===== src/rtl/control_issue_buffer.sv =====
// control_issue_buffer
//   Consumer end of the decode bundle. Each accepted instruction is held in a
//   small FIFO and issued to execute over valid/ready. The trap cause is
//   encoded once, at accept time, so the head entry already carries its final
//   prioritised cause. A halt instruction puts the buffer into DRAIN (no more
//   accepts). Once that halt entry issues, the buffer is HALTED until reset.
//   Optional feature macro: ISSUE_BUF_PERF_EN enables the issued/stall
//   performance counters. When it is undefined, both counters read zero.
module control_issue_buffer #(
  parameter int CTRL_W = 64,
  parameter int DEPTH  = 2
) (
  input  logic              clk,
  input  logic              rst,
  input  logic              in_valid,
  output logic              in_ready,
  input  logic [CTRL_W-1:0] in_ctrl,
  input  logic [31:0]       in_pc,
  input  logic              in_halt,
  input  logic              in_fault_insn,
  input  logic              in_illegal,
  input  logic              in_breakpoint,
  input  logic              in_ecall,
  input  logic              flush,
  output logic              out_valid,
  input  logic              out_ready,
  output logic [CTRL_W-1:0] out_ctrl,
  output logic [31:0]       out_pc,
  output logic              out_trap,
  output logic [3:0]        out_cause,
  output logic              halted,
  output logic [31:0]       perf_issued,
  output logic [31:0]       perf_stall
);

  localparam int PTR_W = $clog2(DEPTH);
  localparam int CNT_W = PTR_W + 1;
  localparam logic [CNT_W-1:0] DEPTH_C = CNT_W'(DEPTH);

  typedef enum logic [1:0] {
    ST_RUN    = 2'd0,
    ST_DRAIN  = 2'd1,
    ST_HALTED = 2'd2
  } state_t;

  // mcause priority: instruction fault > illegal > breakpoint > ecall
  function automatic logic [3:0] encode_cause(input logic fault, input logic ill,
                                              input logic bp, input logic ecall);
    logic [3:0] c;
    if (fault)      c = 4'd1;
    else if (ill)   c = 4'd2;
    else if (bp)    c = 4'd3;
    else if (ecall) c = 4'd11;
    else            c = 4'd0;
    return c;
  endfunction

  state_t            state_r, state_s;
  logic [PTR_W-1:0]  rd_ptr_r, wr_ptr_r;
  logic [CNT_W-1:0]  count_r;

  logic [CTRL_W-1:0] ctrl_mem_r  [DEPTH];
  logic [31:0]       pc_mem_r    [DEPTH];
  logic [3:0]        cause_mem_r [DEPTH];
  logic              halt_mem_r  [DEPTH];

  logic [3:0] in_cause_s;
  logic       in_halt_eff_s;
  logic       in_ready_s, out_valid_s;
  logic       push_s, pop_s, flush_s;

  // Accept-side decode: cause encoding and whether this is a real (trap-free) halt
  always_comb begin
    in_cause_s    = encode_cause(in_fault_insn, in_illegal, in_breakpoint, in_ecall);
    in_halt_eff_s = in_halt & (in_cause_s == 4'd0);
    in_ready_s    = (count_r < DEPTH_C) && (state_r == ST_RUN);
    out_valid_s   = (count_r != '0) && (state_r != ST_HALTED);
    push_s        = in_valid & in_ready_s & ~flush;
    pop_s         = out_valid_s & out_ready & ~flush;
    // once halted the buffer is frozen, so flush has no effect there
    flush_s       = flush & (state_r != ST_HALTED);
  end

  // Next-state logic for the RUN / DRAIN / HALTED controller
  always_comb begin
    state_s = state_r;
    case (state_r)
      ST_RUN: begin
        if (push_s && in_halt_eff_s) state_s = ST_DRAIN;
        else                         state_s = ST_RUN;
      end
      ST_DRAIN: begin
        if (flush)                                state_s = ST_RUN;
        else if (pop_s && halt_mem_r[rd_ptr_r])   state_s = ST_HALTED;
        else                                      state_s = ST_DRAIN;
      end
      ST_HALTED: state_s = ST_HALTED;
      default:   state_s = ST_RUN;
    endcase
  end

  // Controller state register
  always_ff @(posedge clk or posedge rst) begin
    if (rst) state_r <= ST_RUN;
    else     state_r <= state_s;
  end

  // FIFO pointers and occupancy; flush clears everything and beats push/pop
  always_ff @(posedge clk or posedge rst) begin
    if (rst) begin
      rd_ptr_r <= '0;
      wr_ptr_r <= '0;
      count_r  <= '0;
    end else if (flush_s) begin
      rd_ptr_r <= '0;
      wr_ptr_r <= '0;
      count_r  <= '0;
    end else begin
      if (push_s) wr_ptr_r <= wr_ptr_r + PTR_W'(1);
      if (pop_s)  rd_ptr_r <= rd_ptr_r + PTR_W'(1);
      case ({push_s, pop_s})
        2'b10:   count_r <= count_r + CNT_W'(1);
        2'b01:   count_r <= count_r - CNT_W'(1);
        default: count_r <= count_r;
      endcase
    end
  end

  // Entry storage, written at the tail on every accepted push
  always_ff @(posedge clk or posedge rst) begin
    if (rst) begin
      for (int i = 0; i < DEPTH; i++) begin
        ctrl_mem_r[i]  <= '0;
        pc_mem_r[i]    <= 32'h0;
        cause_mem_r[i] <= 4'd0;
        halt_mem_r[i]  <= 1'b0;
      end
    end else if (push_s) begin
      ctrl_mem_r[wr_ptr_r]  <= in_ctrl;
      pc_mem_r[wr_ptr_r]    <= in_pc;
      cause_mem_r[wr_ptr_r] <= in_cause_s;
      halt_mem_r[wr_ptr_r]  <= in_halt_eff_s;
    end
  end

  // Issue side is read straight from the head register, never from the inputs
  assign in_ready  = in_ready_s;
  assign out_valid = out_valid_s;
  assign out_ctrl  = ctrl_mem_r[rd_ptr_r];
  assign out_pc    = pc_mem_r[rd_ptr_r];
  assign out_cause = cause_mem_r[rd_ptr_r];
  assign out_trap  = (cause_mem_r[rd_ptr_r] != 4'd0);
  assign halted    = (state_r == ST_HALTED);

`ifdef ISSUE_BUF_PERF_EN
  logic [31:0] issued_r, stall_r;

  // Saturating issue and back-pressure counters, cleared only by reset
  always_ff @(posedge clk or posedge rst) begin
    if (rst) begin
      issued_r <= 32'h0;
      stall_r  <= 32'h0;
    end else begin
      if (pop_s && (issued_r != 32'hFFFF_FFFF)) issued_r <= issued_r + 32'd1;
      if (out_valid_s && !out_ready && (stall_r != 32'hFFFF_FFFF)) stall_r <= stall_r + 32'd1;
    end
  end

  assign perf_issued = issued_r;
  assign perf_stall  = stall_r;
`else
  assign perf_issued = 32'h0;
  assign perf_stall  = 32'h0;
`endif

endmodule

===== config.mk =====
export PLATFORM = sky130hd
export DESIGN_NAME = control_issue_buffer
export DESIGN_NICKNAME = d
export VERILOG_FILES = /design/src/rtl/control_issue_buffer.sv
export SDC_FILE = /design/constraint.sdc
export NUM_CORES = 1
export LEC_CHECK = 0
export CELL_PAD_IN_SITES_DETAIL_PLACEMENT = 0
export CELL_PAD_IN_SITES_GLOBAL_PLACEMENT = 2
export CORE_UTILIZATION = 47
export CTS_CLUSTER_SIZE = 30
export DETAILED_ROUTE_END_ITERATION = 10
export DONT_BUFFER_PORTS = 1
export PLACE_DENSITY_LB_ADDON = 0.1
export SETUP_SLACK_MARGIN = 0.3
export SYNTH_ARGS = -nofsm -noshare
export SYNTH_HDL_FRONTEND = slang
export SYNTH_SLANG_ARGS = --single-unit

===== constraint.sdc =====
create_clock -name clk -period 10.2 [get_ports clk]
set_input_delay 1.02 -clock clk [delete_from_list [all_inputs] [get_ports clk]]
set_output_delay 1.02 -clock clk [all_outputs]
set_load 0.05 [all_outputs]

==> reports/qor.yml <==
cells_and_area:
  syn_to_final_growth_pct: 6.36
  nets: 750
  final_common_cell: "dfrtp_1"
  final_cell_mix: "dfrtp_1 (205), mux2_2 (185), mux2_4 (80)"
  fillCellCount: 1732
  drive_gt1_share_pct: 48.0
synth:
  syn-cell-area_um2: 9960
  synth_ff_type: "dfrtp_1"
  yosysSeqAreaShare_pct: 51.8
  yosysWarnings: 0
  synthMuxAreaShare_pct: 36.9
  synthAdderAreaFrac_pct: 0.126
  avgSynthCellArea_um2: 15.5
  synthXorXnorAreaFrac_pct: 0.176
  synthSimpleGateAreaFrac_pct: 1.67
  synthArstFlopShare_pct: 100
  ys_ff_latch: 206
  synth_edf_count: 0
  synth.distinct_cells: 34
  synth_top_family_by_area: "multiplexers"
  synth-compound-area-share_pct: 0.591
  postSynthCellCount: 644
global_route:
  grt.total_usage_pct: 17.6
  grt_pass1_wl_um: 30100
  grt_pass1_vias: 5163
  grt.overflow.total: 0
  grt_max_degree: 126
  grt_antenna_before_repair: 1
clocking:
  cts.sinks: 206
  post-cts-setup-buffers: 0
  tritoncts: "built"
  cts_root_buf: "clkbuf_16"
  cts_max_path_buffers: 3
  cts_buffers: 23
  cts_resized: 0
  hold_buffers: 0
  clkLatencyLatePin_ns: 0.51
  cts_max_level: 1
  path_clk_slew_ns: 0.06
critical_path:
  cpMaxStageDelayCell: "dfrtp_4"
  crit_path_cell_trace: "buf_4 > mux2_2"
  critPathCaptureType: "output port"
  critPathRequiredTime_ns: 9.18
  critPathKind: "reg2out"
  worstPathArrival_ns: 2.73
  startpoint_type: "flop"
  r2r_cells: 5
  slowest_delay_ns: 0.95
  worst-path-max-fanout: 54
detailed_routing:
  viasPerCell: 5.19
  routed_wl_um: 19500
  drc: 0
  first_pass_iters: 4
  drtIter0Drc: 166
  wl_per_cell_um: 21.0
  vias: 4825
  route.antenna.remaining_nets: 0
job:
  maxCapViolCount: 0
power:
  ir_drop_uv: 217
  power_mw: 4.32
  p_per_area_nw_per_um2: 408
  switching_share_pct: 44.0
  leakagePower_nw: 4.81
  seqPwrFrac_pct: 33.5
  combPwrFrac_pct: 45.7
  p_clk_share_pct: 20.8
  intPower_mw: 2.42
  p_switching_mw: 1.90
floorplan:
  dieArea_um2: 21800
  dieWidth_um: 148
  rows: 52
  start_util_pct: 48.6
  core_area_um2: 20500
  die_y_um: 148
  io_pins: 274
sta:
  fin_skew_ns: 0.0113
  finalHoldViolCount: 0
  timing.slew.headroom_pct: 31.2
  setup_tns_ns: 0
  setup_violations: 0
  min_period_over_period_pct: 36.8
  period_minus_slack_ns: 3.75
  grt_setup_unrepaired: "no"
  fmax_mhz: 267
  finalMaxSlewViolations: 0
  worstMarginPinSlew_ns: 1.03
placement:
  portBuffers: 0
  gp_congestion: 0.738
  place_hpwl_um: 12700
hold_path:
  timing.hold.worst_path_depth: 1
  hold_path.class: "reg2reg"
status:
  outcome: "finished clean"
[worst max-delay path, delay by kind of cell, from the launching register on]
family	cells	cell delay, ns
flip-flops	1	0.95
buffers and inverters	1	0.66
multiplexers	1	0.54
[stage by stage]
| step | instance area (µm²) | hold WS, ns | worst slack [ns] | std cells | utilization, % |
|---|---|---|---|---|---|
| 2_1_floorplan | 10200 | 0.454 | 3.56 | 708 | - |
| 3_3_place_gp | 9750 | 0.464 | 6.98 | 888 | 47.6 |
| 3_5_place_dp | 9750 | 0.475 | 6.98 | 888 | 47.6 |
| 4_1_cts | 10600 | 0.492 | 6.43 | 929 | 51.7 |
| 5_1_grt | 10600 | 0.498 | 6.33 | 930 | 51.7 |
| 6_report | 10600 | 0.487 | 6.45 | 930 | 51.7 |
[final cells by class]
class,instances,area [µm²],share of cell area [%]
antenna,1,2.50,0.0236
clock buffer,32,679,6.41
clock inverter,9,158,1.49
inverter,3,18.8,0.177
multi-input combinational,401,4180,39.4
sequential,206,5160,48.7
tap,270,338,3.19
timing repair buffer,8,60.1,0.567
[logic make-up (layout without fill, tap and decap cells)]
| family | count (synthesis) | count (layout) |
|---|---|---|
| compound gates | 9 | 9 |
| xor+xnor | 2 | 2 |
| fa+ha+maj | 1 | 1 |
| buf+inv | 101 | 52 |
| flops | 206 | 206 |
| mux | 300 | 300 |
| other cells | 1 | 66 |
| simple gates | 24 | 24 |
[registers in the layout, summed over array words and instances, names as in the netlist]
register     cells
cause_mem_r      6
count_r          2
ctrl_mem_r     128
halt_mem_r       2
pc_mem_r        64
rd_ptr_r         1
state_r          2
wr_ptr_r         1
[worst paths after layout]
| path | startpoint | slack [ns] | end |
|---|---|---|---|
| max | rd_ptr_r | 6.45 | out_ctrl[39] |
| min | pc_mem_r[0] | 0.49 | pc_mem_r[0] |
| max reg2reg | state_r[0] | 7.55 | cause_mem_r[4] |
| min reg2reg | pc_mem_r[0] | 0.49 | pc_mem_r[0] |
| max in group asynchronous | rst | 8.01 | ctrl_mem_r[25] |
| min in group asynchronous | rst | 0.50 | ctrl_mem_r[95] |
[cell usage after synthesis (2+ instances only)]
cell type	n	share of area, %
buf_2	6	0.30
o21ai_0	2	0.10
or3_1	2	0.13
mux2_2	185	21
mux2_4	80	12
a21oi_1	2	0.10
buf_12	9	1.8
nor3_1	4	0.20
nand2b_1	3	0.19
buf_6	10	1.1
buf_4	66	5.0
inv_1	3	0.11
or4_1	2	0.15
nor2_1	6	0.23
mux2_1	34	3.8
and2_1	2	0.13
dfrtp_1	206	52
buf_1	6	0.23
[power groups by stage]
stage / clock, mW / combinational, mW / sequential, mW
detailed placement: 0 / 1.99 / 1.46
finish: 0.899 / 1.98 / 1.45
CTS: 0.926 / 1.99 / 1.45
global route: 0.957 / 2.05 / 1.50
global placement: 0 / 1.96 / 1.44
floorplan: 0 / 1.91 / 1.35
[layer usage]
layer	GRT usage (%)	up-vias	routed length [µm]
li1	-	2145	-
met1	22.1	2483	8090
met2	27.9	171	9150
met3	6.94	26	1810
met4	5.31	0	429
met5	0	-	0
Power figures use the tool's default switching activity.
